`config.mk`:
```
export PLATFORM = sky130hd
export DESIGN_NAME = sensor_seq_gen
export DESIGN_NICKNAME = d
export VERILOG_FILES = /design/src/rtl/sensor_seq_gen_pkg.sv /design/src/rtl/sensor_seq_gen_phase_timer.sv /design/src/rtl/sensor_seq_gen.sv
export SDC_FILE = /design/constraint.sdc
export NUM_CORES = 1
export LEC_CHECK = 0
export ABC_AREA = 0
export CORE_UTILIZATION = 57
export CTS_BUF_LIST = sky130_fd_sc_hd__clkbuf_8
export CTS_CLUSTER_DIAMETER = 40
export CTS_CLUSTER_SIZE = 16
export DETAILED_ROUTE_END_ITERATION = 10
export DONT_BUFFER_PORTS = 1
export GPL_TIMING_DRIVEN = 0
export PLACE_DENSITY = 0.75
export SLEW_MARGIN = 15
export SYNTH_ARGS = -nofsm -noshare
export SYNTH_HDL_FRONTEND = slang
export SYNTH_SLANG_ARGS = --single-unit
```
`constraint.sdc`:
```
create_clock -name clk -period 2.1 [get_ports clk]
set_input_delay 0.42 -clock clk [delete_from_list [all_inputs] [get_ports clk]]
set_output_delay 0.42 -clock clk [all_outputs]
set_load 0.05 [all_outputs]
```
`src/rtl/sensor_seq_gen_pkg.sv`:
```
// Shared state encoding and (a,b) phase tables for the sensor sequence generator.
// Used by sensor_seq_gen and phase_timer.
package sensor_seq_gen_pkg;

    typedef enum logic [2:0] {
        IDLE = 3'd0,
        P1   = 3'd1,
        P2   = 3'd2,
        P3   = 3'd3,
        GAP  = 3'd4
    } state_e;

    localparam int TIMER_W = 8;

    // Entry [0] is P1 ... entry [3] is GAP; each entry is {a,b}
    localparam logic [3:0][1:0] SUMAR_TAB  = {2'b00, 2'b10, 2'b11, 2'b01};
    localparam logic [3:0][1:0] RESTAR_TAB = {2'b00, 2'b01, 2'b11, 2'b10};

    function automatic logic [1:0] phase_ab(input logic restar, input state_e s);
        logic [1:0] idx;
        logic [1:0] ab;
        idx = 2'(3'(s) - 3'd1);
        ab  = restar ? RESTAR_TAB[idx] : SUMAR_TAB[idx];
        if (s == IDLE) ab = 2'b00;
        return ab;
    endfunction

endpackage

```
`src/rtl/sensor_seq_gen_phase_timer.sv`:
```
// Phase timer: counts 0..PHASE_CYCLES-1, cleared by load.
// expired flags the last cycle of the current phase.
module phase_timer
    import sensor_seq_gen_pkg::*;
#(
    parameter int PHASE_CYCLES = 4
) (
    input  logic               clk,
    input  logic               rst,
    input  logic               load,
    output logic               expired,
    output logic [TIMER_W-1:0] count
);

    localparam logic [TIMER_W-1:0] LAST = TIMER_W'(PHASE_CYCLES - 1);

    logic [TIMER_W-1:0] cnt_q;
    logic [TIMER_W-1:0] cnt_d;

    always_comb begin
        cnt_d = cnt_q + 8'd1;
        if (load || expired) cnt_d = '0;
    end

    always_ff @(posedge clk) begin
        if (!rst) cnt_q <= '0;
        else      cnt_q <= cnt_d;
    end

    assign expired = (cnt_q == LAST);
    assign count   = cnt_q;

endmodule

```
`src/rtl/sensor_seq_gen.sv`:
```
// Quadrature-style sensor emulator: plays sumar/restar (a,b) sequences.
// Optional net event counter enabled by SENSOR_SEQ_GEN_COUNT_EN.
module sensor_seq_gen
    import sensor_seq_gen_pkg::*;
#(
    parameter int PHASE_CYCLES = 4
) (
    input  logic clk,
    input  logic rst,
    input  logic req_sumar,
    input  logic req_restar,
    output logic a,
    output logic b,
    output logic busy,
    output logic done
`ifdef SENSOR_SEQ_GEN_COUNT_EN
    ,
    output logic signed [7:0] evt_count
`endif
);

    localparam logic [TIMER_W-1:0] LAST = TIMER_W'(PHASE_CYCLES - 1);

    state_e state_q, state_d;
    logic   dir_q, dir_d;
    logic   a_q, a_d;
    logic   b_q, b_d;
    logic   busy_q, busy_d;
    logic   done_q, done_d;

    logic               load;
    logic               expired;
    logic [TIMER_W-1:0] count;
    logic [TIMER_W-1:0] cnt_next;

    phase_timer #(.PHASE_CYCLES(PHASE_CYCLES)) u_timer (
        .clk    (clk),
        .rst    (rst),
        .load   (load),
        .expired(expired),
        .count  (count)
    );

    always_comb begin
        state_d = state_q;
        dir_d   = dir_q;
        unique case (state_q)
            IDLE: begin
                if (req_sumar ^ req_restar) begin
                    state_d = P1;
                    dir_d   = req_restar;
                end
            end
            P1:      if (expired) state_d = P2;
            P2:      if (expired) state_d = P3;
            P3:      if (expired) state_d = GAP;
            GAP:     if (expired) state_d = IDLE;
            default: state_d = IDLE;
        endcase

        load     = (state_q == IDLE) || expired;
        cnt_next = load ? '0 : count + 8'd1;

        {a_d, b_d} = phase_ab(dir_d, state_d);
        busy_d     = (state_d != IDLE);
        // done is registered, so look one cycle ahead at the timer
        done_d     = (state_d == GAP) && (cnt_next == LAST);
    end

    always_ff @(posedge clk) begin
        if (!rst) begin
            state_q <= IDLE;
            dir_q   <= 1'b0;
            a_q     <= 1'b0;
            b_q     <= 1'b0;
            busy_q  <= 1'b0;
            done_q  <= 1'b0;
        end else begin
            state_q <= state_d;
            dir_q   <= dir_d;
            a_q     <= a_d;
            b_q     <= b_d;
            busy_q  <= busy_d;
            done_q  <= done_d;
        end
    end

    assign a    = a_q;
    assign b    = b_q;
    assign busy = busy_q;
    assign done = done_q;

`ifdef SENSOR_SEQ_GEN_COUNT_EN
    logic signed [7:0] evt_q, evt_d;

    always_comb begin
        evt_d = evt_q;
        if (done_q) evt_d = dir_q ? evt_q - 8'sd1 : evt_q + 8'sd1;
    end

    always_ff @(posedge clk) begin
        if (!rst) evt_q <= '0;
        else      evt_q <= evt_d;
    end

    assign evt_count = evt_q;
`endif

endmodule

```
# --- After elaboration in Yosys (flattened, before gate mapping) ---
# Cells that the tools add are included.
op_classes:
  n_eq_ne: 7
  bitwise: 2
  muxes: 14
  multipliers: 0
  shifts: 0
  n_reduce_logical: 8
  addsub: 2
  div: 0
  n_lt_le_gt_ge: 1
ops:
  columns: ["operator", "n"]
  rows:
  - ["$eq 8x2->1 const B", 2]
  - ["$mux 3", 5]
  - ["$pmux 3 s5", 1]
  - ["$add 8x1->8 const B", 1]
  - ["$bmux 2 s2", 2]
  - ["$mux 8", 1]
  - ["$eq 3x2->1 const B", 2]
  - ["$eq 3x3->1 const B", 2]
  - ["$logic_not 3->1", 2]
  - ["$mux 2", 3]
  - ["$reduce_or 2->1", 2]
  - ["$eq 3x1->1 const B", 1]
  - ["$lt 2x3->1 const B", 1]
  - ["$reduce_bool 3->1", 1]
  - ["$logic_or 1x1->1", 2]
  - ["$mux 1", 2]
  - ["$sub 2x1->2 const B", 1]
  - ["$logic_and 1x1->1", 1]
  - ["$not 1->1", 1]
  - ["$xor 1x1->1", 1]
word_totals:
  wordCells: 41
  inputBits: 4
  ram_bits: 0
  output_inout_bits: 4
  rom_bits: 0
  latch_bits: 0
  n_memories: 0
  ff_bits: 16

# --- Longest topological paths before layout ---
logic_depth:
  ltp_word: 7
  ltp_mapped: 10

# --- By module ---
# Synthesis repeated with hierarchy kept, for this count alone.
unflattened:
  hier_cells: 83
  hier_area_um2: 779.5
by_module_without_submodules:
  columns: ["module", "area_per_inst_um2", "n_inst", "seq_area_each_um2", "cells_per_inst"]
  rows:
  - ["sensor_seq_gen", 426.7, 1, 160.2, 46]
  - ["phase_timer", 352.8, 1, 160.2, 37]

# --- Worst setup path before layout ---
# No wires, ideal clock.
synth_timing:
  kind: "register to register"
  start: "register u_timer.cnt_q[0], in the netlist u_timer.count[0]"
  end: "register done_q, in the netlist done"
  t_arrival_ps: 2043
  setup_slack_ps: -38
  path_stages_with_launch: 10
  path_cell_list: "dfxtp_1 > ha_1 > nor4b_4 > a311oi_1 > nor2_1 > ha_1 > inv_1 > nor4b_1 > nand4_1 > a221oi_1"
synth_between:
  elab_chain_cells: 5
  word_cells_on_any_way: 12
  classes_between: "add/sub: 1; eq/ne: 3; mux: 6; reduce/logical: 2"
synth_lines:
  columns: ["item", "line", "source"]
  rows:
  - ["start: declaration", "sensor_seq_gen_phase_timer.sv:17", "logic [TIMER_W-1:0] cnt_q;"]
  - ["start signal: assignment", "sensor_seq_gen_phase_timer.sv:27", "else cnt_q <= cnt_d;"]
  - ["parallel branches: the longest is 4 deep, another holds $add 8x1->8", null, null]
  - ["$logic_and 1x1->1 *", "sensor_seq_gen.sv:67", "done_d = (state_d == GAP) && (cnt_next == LAST);"]
  - ["end signal: assignment", "sensor_seq_gen.sv:84", "done_q <= done_d;"]
  - ["end: declaration", "sensor_seq_gen.sv:29", "logic done_q, done_d;"]
# Mark *: on every way between the ends.
# A chain may end at the register's enable or synchronous reset.

# --- Final worst setup path ---
# Ends and elaborated chain as after synthesis.

==> impl_metrics.toml <==
[status]
status = "completed"

[power]
power.leakage_nw = 0.379
power_w = 0.000640
powerDensity_nw_per_um2 = 636
ir_worst_vdd_v = 0.000464

[sta]
slew_viol_final = 0
fin_crit_ns = 2.07
fin_worst_skew_ns = 0.00287
timing.fmax_ghz = 0.483
final-hold-violation-count = 0
fin_tns_setup_ns = 0
worst_slew_pin_slew_ns = 0.479
period_share_pct = 98.5
setup_viol = 0
grt_setup_unrepaired = "true"
slew_headroom_pct = 67.8

[synthesis]
synth_top_family_by_area = "simple AND/OR/NAND/NOR gates"
synth-xor-area-share_pct = 7.31
synth_cells = 93
yosysSeqAreaShare_pct = 38.2
synthFlopType = "dfxtp_1"
syn_nets = 99
synth_compound_area_share_pct = 16.1
synth-adder-area-share_pct = 2.99
ys_types = 38
yosys-mux-area-fraction_pct = 0
yosys_warnings = 0
synth_edf_count = 0
synth-async-reset-ratio_pct = 0
syn_area_per_cell_sq_um = 9.01
synth-simple-area-share_pct = 31.0
netlist_area_sq_um = 838
ys_ff_latch = 16

[grt]
grt_overflow_total = 0
grt_use_total_pct = 24.4
grt_max_degree = 10
grt_pass1_vias = 562
antenna_found_initial = 0
grt_pass1_wl_microns = 2520

[critical_path]
r2r_start = "u_timer.count[0]"
worstPathRequired_ns = 2.26
worstPathMaxFanout = 3
worstSetupEndpointType = "flip-flop"
worst_setup_path_start_kind = "flip-flop"
crit_type = "reg -> reg"
regToRegEndpoint = "done"
regToRegSetupSlack_ns = 0.03
cp-endpoint = "done"
arrival_ns = 2.23
rr_worst_depth = 10
startpoint = "u_timer.count[0]"

[route]
drcViolationCount = 0
wire_per_inst_microns = 14.8
wirelength_microns = 1700
antenna_left = 0
vias_per_cell = 6.16
via_count = 708
drt_iter0_drc = 16
drt_pass1_iterations = 4

[floorplan]
rows = 13
core_area_sq_um = 1330
die_x_microns = 40.4
start_util_pct = 62.9
die_h_microns = 40.4
die_area_sq_um = 1630
ios = 8

[layout]
mostFrequentLayoutCells = "14 x dfxtp_1, 12 x nor2_1, 5 x buf_4"
nNetsFinal = 108
layout_commonest_cell = "dfxtp_1"
layout-drive-gt1-share_pct = 31.0
insertedDiodeCount = 0
area_growth_pct = 20.0

[placement]
gp_congestion = 0.789
hpwl_microns = 1060
io_buffers = 0

[clock_tree]
clkLatencyLatePin_ns = 0.25
cts_hold_buf = 0
cts_root_buf = "clkbuf_8"
clk_pin_slew_ns = 0.06
cts_buffer_depth = 2
cts_htree_levels = 1
cts.sinks = 16
numCtsBuffers = 3
cts_tree = "yes"

[flow_run]
cap_violations = 0

[min_path]
hold_path.class = "in -> reg"
power breakdown:
group          switching, W  internal, W  leakage (nW)
sequential        0.0000230     0.000314         0.131
combinational     0.0000412    0.0000346         0.226
clock             0.0000992     0.000127        0.0216
total              0.000163     0.000476         0.379
worst max-delay path, stage by stage (launching register included):
cell	delay (ns)
dfxtp_4	0.35
ha_4	0.16
nor4b_4	0.14
buf_4	0.16
and4_2	0.23
nor2_4	0.14
ha_4	0.14
inv_2	0.05
nor4b_4	0.20
nand4_1	0.17
a221oi_2	0.23
cells by family (layout without fill, tap and decap cells):
family	count (synthesis)	after routing
adders and majority gates	2	2
and+or+nand+nor	42	42
xor gates and xnor gates	7	7
DFF	16	16
buffers and inverters	9	16
AOI/OAI and AO/OA	17	17
sequential cells by signal (all words and copies together), names as in the netlist:
register / count
u_timer.count: 8
done: 1
busy: 1
a: 1
state_q: 3
dir_q: 1
b: 1
worst min-delay path by stage:
stage	start	endpoint	slack (ns)	cells after the start
after CTS	rst	state_q[2]	0.29	1
after global placement	u_timer.count[0]	u_timer.count[0]	0.49	1
after global routing	rst	state_q[2]	0.29	1
after floorplan	u_timer.count[0]	u_timer.count[0]	0.46	1
final	rst	state_q[2]	0.28	1
after detailed placement	u_timer.count[0]	u_timer.count[0]	0.50	1
through the flow:
stage,util (%),hold slack [ns],cell area (sq um),std cells,worst slack (ns)
CTS,73.2,0.287,976,115,0.0203
floorplan,-,0.464,857,93,0.0290
global placement,65.7,0.488,876,108,-0.231
detailed placement,65.7,0.501,876,108,-0.280
finish,75.4,0.283,1010,115,0.0311
global route,75.4,0.289,1010,115,-0.0598
cells in the mapped netlist, types with 2 or more instances:
| cell type | count | area share [%] |
|---|---|---|
| nand2b_1 | 2 | 1.5 |
| ha_1 | 2 | 3.0 |
| o21ai_0 | 2 | 1.2 |
| nand3_1 | 2 | 1.2 |
| nor4b_1 | 3 | 3.1 |
| and4_2 | 2 | 2.4 |
| xnor2_1 | 3 | 3.1 |
| nand2_1 | 5 | 2.2 |
| dfxtp_1 | 16 | 38 |
| xor2_1 | 4 | 4.2 |
| a21oi_1 | 3 | 1.8 |
| and3_2 | 2 | 1.8 |
| nor2_1 | 13 | 5.8 |
| nand4_1 | 4 | 3.0 |
| inv_1 | 5 | 2.2 |
| clkbuf_2 | 2 | 1.2 |
| o21bai_1 | 2 | 1.8 |
routing by layer:
metal / vias up / GRT usage (%) / routed length (microns)
met4: 0 / 9.17 / 11
met3: 2 / 10.0 / 120
met2: 23 / 37.3 / 837
met1: 331 / 30.2 / 734
li1: 352 / - / -
met5: - / 0 / 0
repair_timing:
| action | CTS | global route |
|---|---|---|
| setup endpoints to repair | 4 | 4 |
| buffers inserted | 4 | 1 |
| resized for setup | 8 | 5 |
| pin swaps | 7 | 6 |
| hold endpoints to repair | 0 | 0 |
cell type report:
| class | count | area (sq um) |
|---|---|---|
| Inverter | 5 | 18.8 |
| Multi-Input combinational cell | 68 | 551 |
| Fill cell | 92 | 328 |
| Tap cell | 15 | 18.8 |
| Sequential cell | 16 | 325 |
| Timing Repair Buffer | 5 | 37.5 |
| Buffer | 3 | 13.8 |
| Clock buffer | 3 | 41.3 |
(Power assumes the default switching activity.)
